==> src/rtl/mem_ctrl.sv <==
// Byte-serial memory controller: arbitrates LSB load/store and instruction fetch onto a byte-wide RAM/IO bus.
// Optional MEMCTRL_IO_STALL_EN holds write bytes to IO space (addr[17:16] = 2'b11) while io_buffer_full is high.
//
// state | meaning
// IDLE  | waiting for a request; write > read > fetch
// BUSY  | streaming bytes for the latched request
// DONE  | success pulse; requester inputs ignored while it de-asserts
module mem_ctrl #(
    parameter int ADDR_W = 32
) (
    input  logic              clk,
    input  logic              rst,
    input  logic              rdy,
    input  logic              jump_wrong,
    input  logic              lsb_read_signal,
    input  logic              lsb_write_signal,
    input  logic [1:0]        requiring_length,
    input  logic              lsb_load_signed,
    input  logic [ADDR_W-1:0] to_mem_addr,
    input  logic [31:0]       to_mem_data,
    output logic              mem_load_success,
    output logic              mem_store_success,
    output logic [31:0]       from_mem_data,
    input  logic              if_read_signal,
    input  logic [ADDR_W-1:0] if_addr,
    output logic              if_success,
    output logic [31:0]       if_data,
    input  logic [7:0]        mem_din,
    output logic [7:0]        mem_dout,
    output logic [ADDR_W-1:0] mem_a,
    output logic              mem_wr,
    input  logic              io_buffer_full
);

    typedef enum logic [1:0] {IDLE = 2'd0, BUSY = 2'd1, DONE = 2'd2} state_t;
    typedef enum logic [1:0] {SEL_NONE = 2'd0, SEL_WR = 2'd1, SEL_RD = 2'd2, SEL_IF = 2'd3} sel_t;

    state_t            state, state_nxt;
    sel_t              sel, accept_sel;
    logic [2:0]        cnt, n_bytes;
    logic [ADDR_W-1:0] base, addr_cur;
    logic [1:0]        len, rd_idx;
    logic              sgn;
    logic [31:0]       wdata, rbuf, rd_word, rd_ext;
    logic              stall;

    assign n_bytes  = (len == 2'b00) ? 3'd1 : (len == 2'b01) ? 3'd2 : 3'd4;
    assign addr_cur = base + ADDR_W'(cnt);
    // Read data for byte i arrives two edges after its address, i.e. while cnt = i+1.
    assign rd_idx   = cnt[1:0] - 2'd1;

`ifdef MEMCTRL_IO_STALL_EN
    assign stall = (state == BUSY) && (sel == SEL_WR) && (addr_cur[17:16] == 2'b11) && io_buffer_full;
`else
    logic unused_io_buffer_full;
    assign unused_io_buffer_full = io_buffer_full;
    assign stall = 1'b0;
`endif

    always_comb begin
        rd_word = rbuf;
        rd_word[{rd_idx, 3'b000} +: 8] = mem_din;
    end

    always_comb begin
        rd_ext = rd_word;
        case (len)
            2'b00:   rd_ext = {{24{sgn & rd_word[7]}}, rd_word[7:0]};
            2'b01:   rd_ext = {{16{sgn & rd_word[15]}}, rd_word[15:0]};
            default: rd_ext = rd_word;
        endcase
    end

    always_comb begin
        state_nxt         = state;
        accept_sel        = SEL_NONE;
        mem_wr            = 1'b0;
        mem_a             = '0;
        mem_dout          = 8'h00;
        mem_load_success  = 1'b0;
        mem_store_success = 1'b0;
        if_success        = 1'b0;
        case (state)
            IDLE: begin
                if (lsb_write_signal)                    accept_sel = SEL_WR;
                else if (lsb_read_signal && !jump_wrong) accept_sel = SEL_RD;
                else if (if_read_signal && !jump_wrong)  accept_sel = SEL_IF;
                if (accept_sel != SEL_NONE) state_nxt = BUSY;
            end
            BUSY: begin
                mem_a = addr_cur;
                if (sel == SEL_WR) begin
                    mem_dout = wdata[{cnt[1:0], 3'b000} +: 8];
                    if (!stall) begin
                        mem_wr = 1'b1;
                        if (cnt == n_bytes - 3'd1) state_nxt = DONE;
                    end
                end else if (jump_wrong) begin
                    state_nxt = IDLE;
                end else if (cnt == n_bytes) begin
                    state_nxt = DONE;
                end
            end
            DONE: begin
                state_nxt         = IDLE;
                mem_store_success = (sel == SEL_WR);
                mem_load_success  = (sel == SEL_RD);
                if_success        = (sel == SEL_IF);
            end
            default: state_nxt = IDLE;
        endcase
    end

    always_ff @(posedge clk) begin
        if (rst) begin
            state         <= IDLE;
            sel           <= SEL_NONE;
            cnt           <= 3'd0;
            base          <= '0;
            len           <= 2'b00;
            sgn           <= 1'b0;
            wdata         <= 32'h0;
            rbuf          <= 32'h0;
            from_mem_data <= 32'h0;
            if_data       <= 32'h0;
        end else if (rdy) begin
            state <= state_nxt;
            if (state_nxt != BUSY)                 cnt <= 3'd0;
            else if (state == BUSY && !stall)      cnt <= cnt + 3'd1;
            if (state == IDLE && accept_sel != SEL_NONE) begin
                sel   <= accept_sel;
                base  <= (accept_sel == SEL_IF) ? if_addr : to_mem_addr;
                len   <= (accept_sel == SEL_IF) ? 2'b10 : requiring_length;
                sgn   <= lsb_load_signed;
                wdata <= to_mem_data;
            end
            if (state == BUSY && sel != SEL_WR && cnt != 3'd0)
                rbuf[{rd_idx, 3'b000} +: 8] <= mem_din;
            if (state == BUSY && state_nxt == DONE) begin
                if (sel == SEL_IF)      if_data       <= rd_ext;
                else if (sel == SEL_RD) from_mem_data <= rd_ext;
            end
        end
    end

endmodule

==> config.mk <==
export PLATFORM = sky130hd
export DESIGN_NAME = mem_ctrl
export DESIGN_NICKNAME = d
export VERILOG_FILES = /design/src/rtl/mem_ctrl.sv
export SDC_FILE = /design/constraint.sdc
export NUM_CORES = 1
export LEC_CHECK = 0
export BUFFER_PORTS_ARGS = -buffer_cell sky130_fd_sc_hd__buf_4
export CAP_MARGIN = 0
export CORE_MARGIN = 4
export CORE_UTILIZATION = 40
export CTS_BUF_LIST = sky130_fd_sc_hd__clkbuf_2 sky130_fd_sc_hd__clkbuf_4 sky130_fd_sc_hd__clkbuf_8
export CTS_CLUSTER_DIAMETER = 80
export DETAILED_ROUTE_END_ITERATION = 7
export MAX_ROUTING_LAYER = met4
export PLACE_DENSITY = 0.74
export REMOVE_ABC_BUFFERS = 1
export SLEW_MARGIN = 20
export SYNTH_ARGS = -nofsm -noshare
export SYNTH_HDL_FRONTEND = slang
export SYNTH_SLANG_ARGS = --single-unit
==> constraint.sdc <==
create_clock -name clk -period 2.7 [get_ports clk]
set_input_delay 0.27 -clock clk [delete_from_list [all_inputs] [get_ports clk]]
set_output_delay 0.27 -clock clk [all_outputs]
set_load 0.005 [all_outputs]
==> results of run 1 <==
-- timing repair --
| action | CTS | global route |
|---|---|---|
| hold endpoints to repair | 0 | 0 |
| endpoints found under the setup margin | 14 | 17 |
| gates cloned | 0 | 1 |
| resized for setup | 25 | 30 |
| pin swaps | 3 | 13 |
| setup buffers | 5 | 12 |
-- flip-flops by register name (all words and copies together), names as in the netlist, 3 cells and up --
name           cells
if_data           32
rbuf              32
from_mem_data     32
cnt                3
base              32
wdata             32
-- cell type report --
class	count	share of cell area [%]
clock buffer	17	2.10
tap	270	3.03
multi-input combinational	787	43.2
sequential	170	30.9
inverter	11	0.370
clock inverter	15	1.53
timing repair buffer	270	18.9
-- per-stage QoR --
| stage | std cells | cell area (sq um) | setup TNS [ns] | hold WS [ns] | utilization (%) |
|---|---|---|---|---|---|
| 4_1_cts | 1527 | 10900 | 0 | 0.00870 | 53.3 |
| 3_5_place_dp | 1490 | 10400 | 0 | 0.444 | 50.8 |
| 6_report | 1540 | 11200 | 0 | 0.0384 | 54.4 |
| 3_3_place_gp | 1490 | 10400 | 0 | 0.437 | 50.8 |
| 5_1_grt | 1540 | 11200 | -0.0664 | 0.0239 | 54.4 |
| 2_1_floorplan | 968 | 8110 | -150.20 | 0.339 | - |
-- report_power, final --
part | total, mW | switching [mW] | internal [mW]
combinational | 0.693 | 0.363 | 0.330
clock | 1.86 | 1.08 | 0.782
sequential | 2.66 | 0.0707 | 2.59
-- cells by family (layout without fill, tap and decap cells) --
logic type	after synthesis	after routing	share of synthesized area [%]
compound gates	203	203	16.2
simple gates	512	512	29.3
mux	41	41	6.06
fa+ha+maj	9	9	1.42
flops	170	170	40.3
buf+inv	93	313	4.55
xor+xnor	22	22	2.28
-- synthesized netlist by cell type, drive strengths merged (16+ instances only) --
cell type	instances	area (sq um)
dfxtp	170	3400
nor2	168	631
nand2	152	578
a211oi	69	518
clkbuf	63	238
a21oi	59	295
nor2b	46	288
nor3	38	195
mux2i	32	320
nand3b	30	225
a31oi	21	131
buf	19	105
xnor2	18	158
nand3	16	92.6
o22ai	16	100
-- routing by layer --
layer / vias to the layer above / share of wire [%]
met5: - / 0
met4: 0 / 1.1
met3: 17 / 6.1
met2: 216 / 49
met1: 3720 / 43
li1: 4093 / -
-- worst max-delay path, cell delays in order, from the launching register on --
cell	delay [ns]
dfxtp_2	0.37
and4_4	0.25
nand3_4	0.07
or4_4	0.59
or3_1	0.32
a21oi_1	0.17
buf_4	0.14
-- path summary, 6_finish.rpt --
path / slack, ns / end / cells past startpoint
hold reg to reg: 0.45 / rbuf[8] / 2
setup reg to reg: 0.36 / if_data[21] / 9
setup / recovery: 0.07 / mem_a[29] / 6
hold / removal: 0.04 / sel[1] / 2
==> flow_metrics.tcl, run 1 <==
set metrics [dict create \
    synth.distinct_cells 59 \
    drtPass1Iterations 5 \
    gp_congestion 0.814 \
    antenna_found_initial 0 \
    use_met2_pct 33.3 \
    port_buffers 221 \
    clk_latency_ns 0.46 \
    die_y_um 153 \
    clk_pin_slew_ns 0.10 \
    final_common_cell "buf_4" \
    fillers 1892 \
    post-place-ws_ns 0.351 \
    routedWlPerCell_um 15.8 \
    crit_start "base[18]" \
    syn_area_sq_um 8450 \
    period_minus_slack_ns 2.63 \
    ioPinCount 223 \
    hp-class "input port to flop" \
    die_area_sq_um 23500 \
    grt_pass1_vias 7569 \
    synthCells 1050 \
    status "finished, final reports clean" \
    finClkSkew_ns 0.0237 \
    via_per_inst 5.22 \
    regArea_sq_um 3440 \
    coreArea_sq_um 20500 \
    timing.fmax_mhz 380 \
    drt-initial-drc-count 377 \
    crit_fanout 8 \
    multi_input_area_sq_um 4820 \
    overflow 0 \
    initial_core_util_pct 41.2 \
    via_count 8046 \
    rsz0062_at_grt "true" \
    cts_root_buf "clkbuf_8" \
    setup_viol 0 \
    clock_sinks 170 \
    slew_viol_final 0 \
    synth_edf_count 0 \
    yosysSeqAreaShare_pct 40.3 \
    hold_path_startpoint "lsb_write_signal" \
    grt_max_degree 87 \
    wirelength_mm 24.4 \
    yosysWarnings 0 \
    syn2layout_area_growth_pct 32.0 \
    ys.flop_type "dfxtp_1" \
    met3_usage_pct 5.23 \
    power_leakage_nw 4.75 \
    worstMarginPinSlew_ns 0.682 \
    drive_above_1_share_pct 28.6 \
    crit_path_start_kind "flop" \
    grt_use_met1_pct 24.8 \
    arrival_ns 2.36 \
    syn_area_per_cell_sq_um 8.05 \
    final_cell_mix "buf_4, nor2_1, nand2_1, dfxtp_1, a211oi_1" \
    ctsHoldBuffers 0 \
    relSlewSlack_pct 54.5 \
    cp.required_ns 2.43 \
    dp.final_hpwl_mm 16.8 \
    grt_first_pass_wirelength_mm 38.1 \
    busiest_layer "met2" \
    vdd_drop_max_v 0.000283 \
    die_w_um 153 \
    diodes 0 \
    maxCapViolCount 0 \
    setup_ws_ns 0.0651 \
    drc 0 \
    r2r-start "cnt[1]" \
    nNetsFinal 1381 \
    finalHoldViolations 0 \
    end_kind "output port" \
    clock_path_buffers 2 \
    period_share_pct 97.6 \
    power_density_nw_per_um2 467 \
    cts_buffers 17 \
    async_flop_share_pct 0 \
    ys_seq_elements 170 \
    detail-route-antenna-nets 0 \
    htreeDepth 4 \
    worstSetupPathType "flop to output port" \
    core.rowCount 52 \
    gr-usage-all-layers_pct 20.1 \
    cts_tree "built" \
    power.total_mw 5.21 \
]
Power figures use the tool's default switching activity.
==> run 2: changes to the inputs <==
--- a/config.mk
+++ b/config.mk
@@ -7,13 +7,15 @@
 export LEC_CHECK = 0
 export BUFFER_PORTS_ARGS = -buffer_cell sky130_fd_sc_hd__buf_4
 export CAP_MARGIN = 0
+export CELL_PAD_IN_SITES_DETAIL_PLACEMENT = 1
+export CELL_PAD_IN_SITES_GLOBAL_PLACEMENT = 1
 export CORE_MARGIN = 4
 export CORE_UTILIZATION = 40
 export CTS_BUF_LIST = sky130_fd_sc_hd__clkbuf_2 sky130_fd_sc_hd__clkbuf_4 sky130_fd_sc_hd__clkbuf_8
 export CTS_CLUSTER_DIAMETER = 80
 export DETAILED_ROUTE_END_ITERATION = 7
 export MAX_ROUTING_LAYER = met4
-export PLACE_DENSITY = 0.74
+export PLACE_DENSITY = 0.94
 export REMOVE_ABC_BUFFERS = 1
 export SLEW_MARGIN = 20
 export SYNTH_ARGS = -nofsm -noshare
==> run 2 against run 1 <==
Compared with the run above:
- the run now ends with setup timing left
- register-to-register slack worse by 0.14 ns
- clock-buffer cell count is 1 higher
- critical endpoint unchanged
- non-clock buffer count is 8 higher
- cell count is 0.58% higher
- largest power group unchanged
- fmax is 3.4% lower
- setup slack worse by 0.092 ns
- critical path type unchanged
==> flow_metrics.tcl, run 2 (synthesis gave the netlist of run 1 again) <==
set metrics [dict create \
    worstSetupPathType "flop to output port" \
    final_core_util_pct 54.9 \
    power_leakage_nw 4.77 \
    path_delay_family "simple AND/OR/NAND/NOR gates" \
    hold_path_startpoint "to_mem_data[19]" \
    dp.cells 1500 \
    hp-class "input port to flop" \
    crit_slowest_cell "or4_4" \
    regArea_sq_um 3450 \
    final_common_cell "buf_4" \
    r2r_cells 8 \
    cts_tree "built" \
    setup_ws_ns -0.0267 \
    fillers 2456 \
    worstPathCellList "and4_4, nand2_4, or4_4, or3_4, a21oi_2, buf_4" \
    clock_path_buffers 2 \
    core.rowCount 52 \
    worst-path-buf-inv 1 \
    die_w_um 153 \
    die_y_um 153 \
    gr-usage-all-layers_pct 24.6 \
    period_share_pct 101 \
    cpPeakStageDelay_ns 0.61 \
    relSlewSlack_pct 46.1 \
    drt-initial-drc-count 363 \
    crit_fanout 8 \
    maxCapViolCount 0 \
    multi_input_area_sq_um 4840 \
    cp.required_ns 2.43 \
    dp.final_hpwl_mm 20.6 \
    layout.cells.non_filler 1549 \
    arrival_ns 2.46 \
    ioPinCount 223 \
    nNetsFinal 1389 \
    finClkSkew_ns 0.0194 \
    drtPass1Iterations 4 \
    grt_max_degree 69 \
    hold_end "wdata[19]" \
    worstMarginPinSlew_ns 0.808 \
    drive_above_1_share_pct 29.5 \
    grt_first_pass_wirelength_mm 46.6 \
    via_per_inst 5.63 \
    vdd_drop_max_v 0.000251 \
    timing.fmax_mhz 367 \
    routedWlPerCell_um 19.9 \
    rr_endpoint "if_data[7]" \
    setup_viol 1 \
    wirelength_mm 30.9 \
    min_path_cells 3 \
    drc 0 \
    r2r-start "cnt[1]" \
    cts_buffers 17 \
    power_density_nw_per_um2 475 \
    end_kind "output port" \
    finalHoldViolations 0 \
    crit_path_start_kind "flop" \
    gp_congestion 0.821 \
    detail-route-antenna-nets 0 \
    initial_core_util_pct 41.2 \
    clk_pin_slew_ns 0.10 \
    via_count 8722 \
    antenna_found_initial 1 \
    clk_latency_ns 0.47 \
    rsz0062_at_grt "true" \
    coreArea_sq_um 20500 \
    die_area_sq_um 23500 \
    status "complete, but fails checks" \
    grt_pass1_vias 9095 \
    final_cell_mix "buf_4, nor2_1, dfxtp_1" \
    slew_viol_final 0 \
    syn2layout_area_growth_pct 33.1 \
    ff2ff_setup_slack_ns 0.22 \
    port_buffers 221 \
    period_minus_slack_ns 2.73 \
    clock_sinks 170 \
    violations "setup timing" \
    cts_root_buf "clkbuf_8" \
    overflow 0 \
    htreeDepth 4 \
]
-- run 2: cell count changes in the layout (fill, tap and decap cells not counted), sizes merged --
cell	previous run	this run
buf	270	277
inv	19	16
bufinv	1	2
clkbuf	17	18
clkinv	4	5
diode	0	1
dlygate4sd3	0	1
-- run 2: timing repair --
action                                 CTS  global route
resized for setup                       35            26
setup buffers                            5             9
hold buffers                             1             0
pin swaps                                8            11
setup endpoints to repair               17            21
endpoints found under the hold margin    1             0
cloned                                   1             0
-- run 2: worst reg2reg max path, cell delays in order, from the launching register on --
cell and delay [ns]:
dfxtp_4 0.38, buf_4 0.14, buf_4 0.18, nor4_2 0.36
nand2_1 0.27, a2111oi_4 0.47, buf_12 0.24, nor2_1 0.08
a211oi_1 0.27
-- run 2: worst max-delay path by stage --
stage	startpoint	to	slack, ns	depth (start not counted)
final	base[3]	mem_a[29]	-0.03	6
after global routing	base[3]	mem_a[23]	-0.10	6
after CTS	base[3]	mem_a[29]	0.003	6
after detailed placement	cnt[1]	from_mem_data[27]	0.20	8
after global placement	base[3]	mem_a[29]	0.33	6
after floorplan	state[0]	sel[0]	-1.58	4
-- run 2: metrics by stage --
| step | setup slack (ns) | power [mW] | setup TNS, ns | hold WS [ns] | area, sq um |
|---|---|---|---|---|---|
| after global routing | -0.102 | 5.56 | -0.973 | 0.0243 | 11200 |
| after CTS | 0.00290 | 5.33 | 0 | 0.00733 | 11100 |
| after floorplan | -1.58 | 3.04 | -150.20 | 0.339 | 8110 |
| after detailed placement | 0.195 | 3.42 | 0 | 0.450 | 10500 |
| final | -0.0267 | 5.34 | -0.0267 | 0.0319 | 11200 |
| after global placement | 0.330 | 3.39 | 0 | 0.437 | 10500 |
-- run 2: layout make-up --
type                            count  area share (%)
Sequential cell                   170            30.6
Clock buffer                       18            2.15
Inverter                           11           0.367
Tap cell                          270            3.00
Multi-Input combinational cell    787            43.0
Timing Repair Buffer              278            19.3
Antenna cell                        1          0.0222
Clock inverter                     14            1.44
-- run 2: where the power goes --
group	leakage (nW)	switching, mW	internal (mW)	total (mW)
combinational	3.18	0.409	0.335	0.744
sequential	1.39	0.0822	2.59	2.67
clock	0.205	1.07	0.859	1.93
total	4.77	1.56	3.78	5.34
-- run 2: layer usage --
layer	GRT usage (%)	routed length [um]	vias up
li1	-	-	4103
met1	27.8	12200	4280
met2	43.6	16100	276
met3	5.03	1650	63
met4	8.37	948	0
met5	-	0	-
